[src/rtl/i2c_sub_sequencer.sv]
// I2C subordinate bus-phase sequencer: sync SCL/SDA, detect START/STOP, count bits, drive ACK/read data.
// Pin-to-response latency SYNC_STAGES+1 clk; no backpressure, SCL timing is dictated by the master.
module i2c_sub_sequencer #(
  parameter int SYNC_STAGES = 2
) (
  input  logic       clk,
  input  logic       rst_n,
  input  logic       scl_in,
  input  logic       sda_in,
  input  logic       addr_match,
  input  logic       rw_bit,
  input  logic [7:0] tx_data,
  output logic       sda_oe,
  output logic       read_address,
  output logic [3:0] clock_count,
  output logic       start_det,
  output logic       stop_det,
  output logic [7:0] rx_data,
  output logic       rx_valid,
  output logic       tx_req,
  output logic       busy
);

  localparam logic [2:0] IDLE      = 3'd0;
  localparam logic [2:0] ADDR      = 3'd1;
  localparam logic [2:0] ADDR_ACK  = 3'd2;
  localparam logic [2:0] WR_DATA   = 3'd3;
  localparam logic [2:0] WR_ACK    = 3'd4;
  localparam logic [2:0] RD_DATA   = 3'd5;
  localparam logic [2:0] RD_ACK    = 3'd6;
  localparam logic [2:0] WAIT_STOP = 3'd7;

  logic [SYNC_STAGES-1:0] scl_sync, sda_sync;
  logic scl_d, sda_d;
  logic scl_s, sda_s;
  logic scl_rise, scl_fall, start_cond, stop_cond;
  logic [2:0] state;
  logic [7:0] shift;
  logic match_q, rw_q, nack_q, seen_rise;

  // Synchronisers reset to the idle-bus level so leaving reset never looks like an edge.
  always_ff @(posedge clk or negedge rst_n) begin
    if (!rst_n) begin
      scl_sync <= '1;
      sda_sync <= '1;
      scl_d    <= 1'b1;
      sda_d    <= 1'b1;
    end else begin
      scl_sync <= {scl_sync[SYNC_STAGES-2:0], scl_in};
      sda_sync <= {sda_sync[SYNC_STAGES-2:0], sda_in};
      scl_d    <= scl_s;
      sda_d    <= sda_s;
    end
  end

  assign scl_s      = scl_sync[SYNC_STAGES-1];
  assign sda_s      = sda_sync[SYNC_STAGES-1];
  assign scl_rise   = scl_s & ~scl_d;
  assign scl_fall   = ~scl_s & scl_d;
  assign start_cond = scl_s & sda_d & ~sda_s;
  assign stop_cond  = scl_s & ~sda_d & sda_s;

  assign read_address = (state == ADDR);
  assign busy         = (state != IDLE);

  // seen_rise gates bit counting so the SCL fall that ends a START is not counted as a bit.
  always_ff @(posedge clk or negedge rst_n) begin
    if (!rst_n) begin
      state       <= IDLE;
      sda_oe      <= 1'b0;
      clock_count <= 4'd0;
      start_det   <= 1'b0;
      stop_det    <= 1'b0;
      rx_data     <= 8'h00;
      rx_valid    <= 1'b0;
      tx_req      <= 1'b0;
      shift       <= 8'h00;
      match_q     <= 1'b0;
      rw_q        <= 1'b0;
      nack_q      <= 1'b1;
      seen_rise   <= 1'b0;
    end else begin
      start_det <= 1'b0;
      stop_det  <= 1'b0;
      rx_valid  <= 1'b0;
      tx_req    <= 1'b0;
      if (start_cond) begin
        start_det   <= 1'b1;
        clock_count <= 4'd0;
        sda_oe      <= 1'b0;
        seen_rise   <= 1'b0;
        state       <= ADDR;
      end else if (stop_cond) begin
        stop_det  <= 1'b1;
        sda_oe    <= 1'b0;
        seen_rise <= 1'b0;
        state     <= IDLE;
      end else if (scl_rise && state != IDLE && state != WAIT_STOP) begin
        seen_rise <= 1'b1;
        case (state)
          ADDR: if (clock_count == 4'd7) begin
            match_q <= addr_match;
            rw_q    <= rw_bit;
          end
          WR_DATA: shift  <= {shift[6:0], sda_s};
          RD_ACK:  nack_q <= sda_s;
          default: ;
        endcase
      end else if (scl_fall && seen_rise) begin
        seen_rise <= 1'b0;
        case (state)
          ADDR: begin
            if (clock_count == 4'd7) begin
              clock_count <= 4'd8;
              sda_oe      <= match_q;
              state       <= match_q ? ADDR_ACK : WAIT_STOP;
            end else begin
              clock_count <= clock_count + 4'd1;
            end
          end
          ADDR_ACK: begin
            clock_count <= 4'd0;
            if (rw_q) begin
              tx_req <= 1'b1;
              sda_oe <= ~tx_data[7];
              shift  <= {tx_data[6:0], 1'b0};
              state  <= RD_DATA;
            end else begin
              sda_oe <= 1'b0;
              state  <= WR_DATA;
            end
          end
          WR_DATA: begin
            if (clock_count == 4'd7) begin
              clock_count <= 4'd8;
              rx_data     <= shift;
              rx_valid    <= 1'b1;
              sda_oe      <= 1'b1;
              state       <= WR_ACK;
            end else begin
              clock_count <= clock_count + 4'd1;
            end
          end
          WR_ACK: begin
            clock_count <= 4'd0;
            sda_oe      <= 1'b0;
            state       <= WR_DATA;
          end
          RD_DATA: begin
            if (clock_count == 4'd7) begin
              clock_count <= 4'd8;
              sda_oe      <= 1'b0;
              state       <= RD_ACK;
            end else begin
              clock_count <= clock_count + 4'd1;
              sda_oe      <= ~shift[7];
              shift       <= {shift[6:0], 1'b0};
            end
          end
          RD_ACK: begin
            clock_count <= 4'd0;
            if (!nack_q) begin
              tx_req <= 1'b1;
              sda_oe <= ~tx_data[7];
              shift  <= {tx_data[6:0], 1'b0};
              state  <= RD_DATA;
            end else begin
              sda_oe <= 1'b0;
              state  <= WAIT_STOP;
            end
          end
          default: ;
        endcase
      end
    end
  end

endmodule

[config.mk]
export PLATFORM = sky130hd
export DESIGN_NAME = i2c_sub_sequencer
export DESIGN_NICKNAME = d
export VERILOG_FILES = /design/src/rtl/i2c_sub_sequencer.sv
export SDC_FILE = /design/constraint.sdc
export NUM_CORES = 1
export LEC_CHECK = 0
export ABC_CLOCK_PERIOD_IN_PS = 2800
export CORE_MARGIN = 4
export CORE_UTILIZATION = 40
export CTS_CLUSTER_DIAMETER = 50
export DETAILED_ROUTE_END_ITERATION = 6
export PLACE_DENSITY = 0.73
export SLEW_MARGIN = 30
export SYNTH_ARGS = -nofsm -noshare
export SYNTH_HDL_FRONTEND = slang
export SYNTH_SLANG_ARGS = --single-unit
[constraint.sdc]
create_clock -name clk -period 2.8 [get_ports clk]
set_clock_uncertainty 0.05 [all_clocks]
set_input_delay 0.42 -clock clk [delete_from_list [all_inputs] [get_ports clk]]
set_output_delay 0.42 -clock clk [all_outputs]
set_load 0.005 [all_outputs]
Yosys cells after proc, flatten, opt, wreduce, memory -nomap -nowiden:

Cells that the tools add are included.

* bits in registers: 38
* input port bits: 14
* output and inout port bits: 19
* word-level logic and storage cells: 125

* $add $sub $neg: 1
* equal/unequal tests: 18
* multiplexer cells: 54
* bitwise operators: 15
* reduce and logical (&&, ||, !) cells: 20

Operators with widths (number)
* $mux 8: 6
* $mux 1: 28
* $mux 3: 9
* $pmux 8 s3: 1
* $mux 4: 5
* $pmux 3 s6: 1
* $ne 3x3->1 const B: 5
* $reduce_and 6->1: 2
* $reduce_and 5->1: 2
* $eq 3x3->1 const B: 3
* $not 1->1: 9
* $reduce_bool 3->1: 3
* $ne 4x4->1 const B: 2
* $pmux 4 s2: 1
* $reduce_and 4->1: 2
* $reduce_and 8->1: 1
* $reduce_bool 4->1: 2
* $reduce_bool 8->1: 1
* $and 1x1->1: 6
* $eq 3x2->1 const B: 2
* $pmux 1 s6: 1
* $reduce_or 3->1: 2
* $add 4x1->4 const B: 1
* $eq 4x3->1 const B: 1
* other kinds (8): 12

Logic depth before layout (Yosys ltp):

Gate-level depths: netlist (run 1).

* depth after elaboration: 7
* mapped depth: 7
* mapped depth without buffers: 6

Worst setup path after synthesis (run 1):

OpenSTA, ideal clock, no wires.

* path type: reg-to-reg
* from: register clock_count[0]
* to: register shift[1]
* setup time: 125 ps
* arrival: 1818 ps
* required time: 2625 ps
* slack: 807 ps
* cell stages (with the launch flop): 6
* buffers on the path: 0
* period minus slack after synthesis: 1993 ps
* cell sequence: dfrtp_1 > ha_1 > and3b_1 > o31a_1 > o22ai_4 > mux2_4

* longest elaborated chain between the ends: 3

RTL lines
* start: declaration: RTL line 15 `output logic [3:0] clock_count,`
* start signal: assignment: RTL line 118 `clock_count <= clock_count + 4'd1;`
* start signal: assignment: RTL line 141 `clock_count <= clock_count + 4'd1;`
* start signal: assignment: RTL line 155 `clock_count <= clock_count + 4'd1;`
* $eq 4x3->1: RTL line 150 `if (clock_count == 4'd7) begin`
* $ne 3x3->1 (no line)
* $reduce_and 8->1 (no line)
* end signal: assignment: RTL line 126 `shift <= {tx_data[6:0], 1'b0};`
* end signal: assignment: RTL line 157 `shift <= {shift[6:0], 1'b0};`
* end signal: assignment: RTL line 165 `shift <= {tx_data[6:0], 1'b0};`
* end: declaration: RTL line 38 `logic [7:0] shift;`

Every way passes these cells.
A chain may end at the register's enable or synchronous reset.

Final worst setup path (run 1):

* from: register state[0]
* to: output port busy

* longest elaborated chain between the ends: 1

RTL lines
* start: declaration: RTL line 37 `logic [2:0] state;`
* start signal: assignment: RTL line 116 `state <= match_q ? ADDR_ACK : WAIT_STOP;`
* $reduce_bool 3->1: RTL line 64 `assign busy = (state != IDLE);`
* end: declaration: RTL line 21 `output logic busy`

Every way passes these cells.

==> results of run 1 <==
[registers in the layout (all words and copies together) (netlist names), 2 cells and up]
| name | cells |
|---|---|
| rx_data | 8 |
| shift | 8 |
| clock_count | 4 |
| state | 3 |
| scl_sync | 2 |
| sda_sync | 2 |
[synthesized netlist by cell type]
cell type / count
o311ai_0: 2
buf_6: 1
ha_1: 1
nor3b_1: 1
and2_0: 1
nor3_1: 1
a211o_1: 1
a21o_1: 2
o211a_1: 1
nand4_1: 1
a21oi_1: 5
and2b_1: 1
buf_2: 3
o31a_1: 1
a221oi_1: 1
mux2i_1: 4
nor3_4: 1
nor2b_1: 3
and3b_1: 3
nand2b_1: 2
mux2_4: 7
or3_1: 1
dfrtp_1: 31
and2_1: 2
nand3b_1: 4
o22ai_4: 1
and3_4: 1
nand2b_4: 1
or2_2: 1
mux2_2: 18
nand3_1: 6
a31o_2: 1
xor2_1: 1
clkbuf_1: 1
a31oi_1: 2
dfstp_2: 7
nor2_1: 13
inv_1: 4
o21ai_0: 9
nand2_1: 14
[per-layer routing]
metal | vias up | global-route usage (%) | share of wire, %
met5 | - | 0 | 0
met4 | 0 | 5.435 | 1.9
met3 | 5 | 3.783 | 4.2
met2 | 30 | 20.39 | 47
met1 | 626 | 16.93 | 46
li1 | 645 | - | -
[how the worst min path moves through the flow]
stage,to,cells past startpoint,startpoint
finish,rx_data[3],1,rst_n
global route,rx_data[3],1,rst_n
CTS,rx_data[3],1,rst_n
detailed placement,sda_sync[1],0,sda_sync[0]
global placement,sda_sync[1],0,sda_sync[0]
floorplan,clock_count[0],0,rst_n
[per-stage QoR]
step / utilization (%) / cell area, sq um / setup WS (ps) / cells
2_1_floorplan: - / 1872 / 807.1 / 161
3_3_place_gp: 50.00 / 2222 / 618.3 / 240
3_5_place_dp: 50.00 / 2222 / 590.4 / 240
4_1_cts: 52.14 / 2317 / 476.2 / 248
5_1_grt: 52.14 / 2317 / 416.7 / 248
6_report: 52.14 / 2317 / 477.8 / 248
[kinds of logic (layout without fill, tap and decap cells)]
group           Yosys count  after routing  synth area share (%)
simple gates             57             57                 16.98
flops                    38             38                 51.27
mux                      29             29                 18.58
compound gates           26             26                 9.626
buf+inv                   9             44                 2.406
fa+ha+maj                 1              1                0.6683
xor+xnor                  1              1                0.4680
[area by class of cell]
cell class	count	area (sq um)	area share, %
sequential	38	959.7	41.41
multi-input combinational	114	867.1	37.42
timing repair buffer	32	315.3	13.61
clock buffer	6	82.58	3.564
tap	52	65.06	2.808
inverter	4	15.01	0.6479
clock inverter	2	12.51	0.5400
[power by group through the flow]
stage	clock network (mW)	registers [mW]	logic [mW]
after floorplan	0	0.670	0.220
after global placement	0	0.703	0.311
after detailed placement	0	0.709	0.319
after CTS	0.404	0.698	0.320
after global routing	0.428	0.716	0.348
final	0.394	0.699	0.315
[worst register-to-register path: cells and delay by family (launching register included)]
kind | cells | cell delay, ps
compound gates | 1 | 110
simple gates | 2 | 740
flops | 1 | 560
mux | 2 | 660
==> results.yml, run 1 <==
worst_setup_path:
  cp-endpoint: "busy"
  crit_type: "reg2out"
  reg2reg_slack_ps: 560
  crit_family: "flip-flops"
  crit_buf_inv: 1
  cp_data_arrival_time_ps: 1850
  worstSetupPathDepth: 2
  reg2reg_depth: 5
  start_kind: "flip-flop"
  crit_path_max_fanout: 19
  r2r_end: "shift[6]"
  slowest_stage: "dfrtp_1"
  crit_path_cell_trace: "or3_1, clkdlybuf4s50_1"
  r2r-start: "state[0]"
  cp_data_required_time_ps: 2330
  crit_start: "state[0]"
  slowest_delay_ps: 560
  end_kind: "primary output"
clock_network:
  htreeDepth: 2
  cts_sinks: 38
  clockBufferDepth: 2
  cts_tree: "yes"
  numCtsBuffers: 5
  postCtsHoldBufs: 0
  cts_root_buf: "clkbuf_8"
  postCtsResizedCells: 0
  insertion_delay_ps: 290
  clkTransAtPathRegs_ps: 80
  cts_setup_buffers: 0
finish:
  fill_cells: 403
  final_nets: 210
  n_antenna_cell: 0
  final_layout_size_suffix_gt1_share_pct: 23.98
  syn_to_final_growth_pct: 23.80
  final_cell_mix: "31 x dfrtp_1, 31 x clkdlybuf4s50_1, 18 x mux2_2, 14 x nand2_1, 13 x nor2_1"
place:
  dp_hpwl_mm: 2.585
  port_buffers: 32
  gp_congestion: 0.8104
floorplanning:
  dieArea_sq_um: 5838
  pin_count: 33
  dieWidth_microns: 76.41
  num_rows: 24
  initial_core_util_pct: 42.12
  core-area_sq_um: 4444
  die_height_microns: 76.41
power:
  pwr-share-clk_pct: 28.0
  finalPower_mw: 1.408
  swShare_pct: 29.45
  power_density_nw_per_um2: 607.8
  power.switching_mw: 0.4147
  power.leakage_nw: 1.044
  power.internal_mw: 0.9936
  vdd_drop_max_mv: 0.2492
  combPwrFrac_pct: 22.4
  seqPwrFrac_pct: 49.7
yosys:
  syn_avg_cell_area_sq_um: 11.63
  synth_top_cells_by_area: "dfrtp_1 41%, mux2_2 11%, dfstp_2 9.8%"
  netlist.area_leader.share_pct: 41.44
  synth_cell_types: 40
  ys_ff_latch: 38
  ys_seq_area_share_pct: 51.27
  netlist_area_sq_um: 1872
  synth_fp_nets: 176
  netlist_instances: 161
  yosys.area.top_type: "dfrtp_1"
  ys_warn_count: 0
timing:
  period_share_pct: 82.94
  fmax_mhz: 430.6
  rsz0062_at_grt: "no"
  worst_pin_slew_ps: 806.2
  hold_slack_ps: 161.5
  slew_headroom_pct: 46.25
  hold_viol: 0
  drv_slew: 0
  finalSetupTns_ps: 0
  setup_violations: 0
  fin_crit_ps: 2322
flow_run:
  maxCapViolCount: 0
min_path:
  min_path_type: "in2async"
route:
  vias: 1306
  wl_per_cell_microns: 14.22
  wl_mm: 3.527
  postRouteAntennaNets: 0
  drc: 0
  avgViaCountPerCell: 5.266
  detail_route.first_pass.iterations: 4
  drt_iter0_drc: 72
grt:
  grt_overflow: 0
  grt_pass1_vias: 1217
  grt_pass1_wl_mm: 5.982
  track_usage_pct: 13.06
  antenna_found_initial: 0
  grt_start_max_net_pins: 39
status:
  outcome: "finished clean"
Note: power is estimated with default switching activity, not from simulation.
==> inputs of run 2 (changes only) <==
--- a/config.mk
+++ b/config.mk
@@ -5,7 +5,7 @@
 export SDC_FILE = /design/constraint.sdc
 export NUM_CORES = 1
 export LEC_CHECK = 0
-export ABC_CLOCK_PERIOD_IN_PS = 2800
+export ABC_CLOCK_PERIOD_IN_PS = 2260
 export CORE_MARGIN = 4
 export CORE_UTILIZATION = 40
 export CTS_CLUSTER_DIAMETER = 50
==> constraint.sdc (replaced) <==
create_clock -name clk -period 2.26 [get_ports clk]
set_clock_uncertainty 0.05 [all_clocks]
set_input_delay 0.339 -clock clk [delete_from_list [all_inputs] [get_ports clk]]
set_output_delay 0.339 -clock clk [all_outputs]
set_load 0.005 [all_outputs]
==> results.yml, run 2 (synthesized netlist as in run 1, its figures left out) <==
route:
  detail_route.first_pass.iterations: 4
  postRouteAntennaNets: 0
  wl_mm: 3.729
  avgViaCountPerCell: 5.292
  vias: 1339
  drc: 0
  drt_iter0_drc: 63
  wl_per_cell_microns: 14.74
worst_setup_path:
  r2r-start: "clock_count[0]"
  start_kind: "flip-flop"
  cp_data_required_time_ps: 1870
  cp_data_arrival_time_ps: 1790
  reg2reg_slack_ps: 130
  crit_type: "reg2out"
  reg2reg_depth: 5
  r2r_end: "shift[7]"
  end_kind: "primary output"
  crit_path_max_fanout: 11
status:
  outcome: "finished clean"
grt:
  track_usage_pct: 14.21
  grt_pass1_wl_mm: 6.637
  antenna_found_initial: 0
  grt_start_max_net_pins: 39
  grt_overflow: 0
  grt_pass1_vias: 1411
finish:
  final_cell_mix: "31 x clkdlybuf4s50_1, 30 x dfrtp_1, 18 x mux2_2, 14 x nand2_1, 12 x nor2_1"
  regArea_sq_um: 960.9
  fill_cells: 413
  final_layout_size_suffix_gt1_share_pct: 26.87
  n_antenna_cell: 0
  final_core_util_pct: 53.04
  final_nets: 215
  final_common_cell: "clkdlybuf4s50_1"
  reg_top3: "rx_data (8), shift (8), clock_count (4)"
  syn_to_final_growth_pct: 25.94
  multi_input_area_sq_um: 872.1
floorplanning:
  dieWidth_microns: 76.41
  die_height_microns: 76.41
  pin_count: 33
  core-area_sq_um: 4444
  num_rows: 24
  dieArea_sq_um: 5838
  initial_core_util_pct: 42.12
power:
  power_density_nw_per_um2: 748.5
  seqPwrFrac_pct: 48.5
  power.internal_mw: 1.251
  swShare_pct: 29.08
  power.switching_mw: 0.5131
  combPwrFrac_pct: 24.5
  finalPower_mw: 1.764
  pwr-share-clk_pct: 27.1
  power.leakage_nw: 1.070
  vdd_drop_max_mv: 0.3027
clock_network:
  cts_setup_buffers: 0
  htreeDepth: 2
  insertion_delay_ps: 290
  clockBufferDepth: 2
  cts_sinks: 38
  cts_tree: "yes"
  cts_root_buf: "clkbuf_8"
  clkTransAtPathRegs_ps: 80
  numCtsBuffers: 5
flow_run:
  maxCapViolCount: 0
timing:
  setup_violations: 0
  period_share_pct: 96.48
  worst_pin_slew_ps: 476.1
  fmax_mhz: 458.6
  fin_crit_ps: 2180
  hold_viol: 0
  finalSetupTns_ps: 0
  slew_headroom_pct: 68.11
  drv_slew: 0
min_path:
  min_path_type: "in2async"
place:
  gp_congestion: 0.8596
  dp_hpwl_mm: 2.705
  port_buffers: 32
==> run 2: layer usage <==
layer | vias up | track usage [%] | routed length (microns)
met5 | - | 0 | 0
met4 | 0 | 6.341 | 91
met3 | 10 | 4.374 | 182
met2 | 42 | 22.23 | 1794
met1 | 640 | 18.03 | 1660
li1 | 647 | - | -
==> run 2: through the flow <==
stage                     cells  cell area [sq um]  setup slack, ps  hold slack [ps]
after floorplan             161               1872            267.1           -6.591
after global placement      245               2260            140.5            296.3
after detailed placement    245               2260            128.5            299.7
after CTS                   253               2351            41.96            46.47
after global routing        253               2357           -2.227            84.41
final                       253               2357            79.57            25.17
==> run 2: power groups by stage <==
stage / clock (mW) / combinational, mW / sequential (mW)
3_5_place_dp: 0 / 0.426 / 0.865
3_3_place_gp: 0 / 0.416 / 0.861
2_1_floorplan: 0 / 0.273 / 0.831
4_1_cts: 0.494 / 0.430 / 0.853
5_1_grt: 0.518 / 0.483 / 0.873
6_report: 0.477 / 0.432 / 0.855
==> run 2: how the worst max path moves through the flow <==
stage	depth (start not counted)	slack, ps	startpoint	end
finish	4	80	state[1]	read_address
global route	4	-2	state[1]	read_address
CTS	4	40	state[1]	read_address
detailed placement	5	130	clock_count[0]	shift[5]
global placement	5	140	clock_count[0]	shift[3]
floorplan	5	270	clock_count[0]	shift[1]
==> run 2: what timing repair did <==
| item | in CTS | in global routing |
|---|---|---|
| gates resized for setup | 0 | 3 |
| hold buffers | 0 | 0 |
| endpoints found under the setup margin | 0 | 7 |
==> run 2: area by class of cell <==
type                            instances  share of cell area (%)
Tap cell                               52                   2.760
Multi-Input combinational cell        114                   37.00
Clock inverter                          1                  0.2123
Sequential cell                        38                   40.76
Inverter                                4                  0.6369
Clock buffer                            7                   3.662
Timing Repair Buffer                   37                   14.97
==> run 2: critical path, cell delays in order (launching register included) <==
cell and delay [ps]:
dfrtp_2 480, buf_4 180, nor2_1 180, and2_4 180
clkdlybuf4s50_1 490
==> inputs of run 3 (changes only) <==
--- a/config.mk
+++ b/config.mk
@@ -5,8 +5,6 @@
 export SDC_FILE = /design/constraint.sdc
 export NUM_CORES = 1
 export LEC_CHECK = 0
-export ABC_CLOCK_PERIOD_IN_PS = 2260
-export CORE_MARGIN = 4
 export CORE_UTILIZATION = 40
 export CTS_CLUSTER_DIAMETER = 50
 export DETAILED_ROUTE_END_ITERATION = 6
==> results.yml, run 3 (synthesized netlist as in run 1, its figures left out) <==
route:
  avgViaCountPerCell: 5.300
  wl_mm: 3.569
  vias: 1325
  postRouteAntennaNets: 0
  drt_iter0_drc: 59
  drc: 0
  detail_route.first_pass.iterations: 5
  wl_per_cell_microns: 14.28
finish:
  n_antenna_cell: 0
  final_layout_size_suffix_gt1_share_pct: 24.24
  syn_to_final_growth_pct: 25.27
  reg_top3: "rx_data (8), shift (8), clock_count (4)"
  final_common_cell: "clkdlybuf4s50_1"
  final_cell_mix: "31 x clkdlybuf4s50_1, 30 x dfrtp_1, 18 x mux2_2, 14 x nand2_1, 13 x nor2_1"
  final_nets: 212
  fin_cells: 250
timing:
  finalSetupTns_ps: 0
  fmax_mhz: 461.3
  rsz0062_at_grt: "no"
  worst_pin_slew_ps: 791.6
  setup_violations: 0
  drv_slew: 0
  fin_crit_ps: 2168
  slew_headroom_pct: 47.23
  hold_viol: 0
  period_share_pct: 95.92
clock_network:
  postCtsHoldBufs: 0
  clkTransAtPathRegs_ps: 70
  cts_sinks: 38
  numCtsBuffers: 5
  htreeDepth: 2
  cts_root_buf: "clkbuf_8"
  cts_tree: "yes"
  insertion_delay_ps: 290
  cts_setup_buffers: 0
  clockBufferDepth: 2
floorplanning:
  num_rows: 24
  pin_count: 33
  dieArea_sq_um: 4957
  initial_core_util_pct: 42.40
  die_height_microns: 70.41
  dieWidth_microns: 70.41
  core-area_sq_um: 4414
grt:
  antenna_found_initial: 0
  track_usage_pct: 16.22
  grt_start_max_net_pins: 39
  grt_overflow: 0
  grt_pass1_vias: 1316
  grt_pass1_wl_mm: 6.182
power:
  power.leakage_nw: 1.057
  vdd_drop_max_mv: 0.4223
  power_density_nw_per_um2: 783.8
place:
  dp_hpwl_mm: 2.621
  port_buffers: 32
  gp_congestion: 0.9283
  place_inst: 242
min_path:
  min_path_type: "in2async"
status:
  outcome: "finished clean"
worst_setup_path:
  crit_type: "reg2out"
  start_kind: "flip-flop"
  end_kind: "primary output"
  cp_data_required_time_ps: 1870
  cp_data_arrival_time_ps: 1780
  crit_path_max_fanout: 17
flow_run:
  maxCapViolCount: 0
==> run 3: cell types whose count changed in the layout (fill, tap and decap cells not counted), sizes merged <==
cell,previous run,this run
clkinv,1,0
buf,5,3
clkbuf,8,7
bufinv,0,1
==> run 3: layout make-up <==
| type | count | area (sq um) |
|---|---|---|
| clock buffer | 7 | 76.32 |
| inverter | 4 | 15.01 |
| timing repair buffer | 34 | 330.3 |
| multi-input combinational | 114 | 867.1 |
| fill | 406 | 2069 |
| tap | 52 | 65.06 |
| clock inverter | 1 | 30.03 |
| sequential | 38 | 960.9 |
==> run 3: power by group <==
part,internal (mW),switching [mW],total (mW)
clock,0.330,0.236,0.566
sequential,0.758,0.0949,0.852
combinational,0.239,0.180,0.419
==> run 3: routing by layer <==
layer | track usage [%] | up-vias | share of wire, %
met2 | 25.93 | 37 | 49
met1 | 20.52 | 641 | 44
met5 | 0 | - | 0
li1 | - | 641 | -
met4 | 6.000 | 0 | 1.9
met3 | 5.051 | 6 | 5.4
==> run 3: timing repair <==
item	in CTS	in global routing
endpoints found under the hold margin	0	0
endpoints found under the setup margin	0	1
resized for setup	0	1
==> run 3: critical path, cell delays in order, from the launching register on <==
cell and delay (ps):
dfrtp_1 540, or3_1 450, clkdlybuf4s50_1 500
==> run 3: worst paths after layout <==
check / to / startpoint / slack [ps] / depth (start not counted)
max: busy / state[2] / 90 / 2
min: rx_data[3] / rst_n / 70 / 1
max reg2reg: shift[5] / clock_count[0] / 110 / 5
min reg2reg: sda_sync[1] / sda_sync[0] / 310 / 0
max in group asynchronous: state[1] / rst_n / 1530 / 1
min in group clk: sda_sync[1] / sda_sync[0] / 310 / 0
==> run 3: metrics by stage <==
step	instance area, sq um	power (mW)	utilization (%)	hold slack [ps]	setup slack (ps)
6_report	2345	1.838	53.12	72.68	92.24
5_1_grt	2345	1.945	53.12	158.1	1.811
4_1_cts	2344	1.855	53.09	111.3	47.95
3_5_place_dp	2237	1.286	50.68	297.0	130.5
3_3_place_gp	2237	1.273	50.68	296.2	199.4
2_1_floorplan	1872	1.103	-	-6.591	267.1
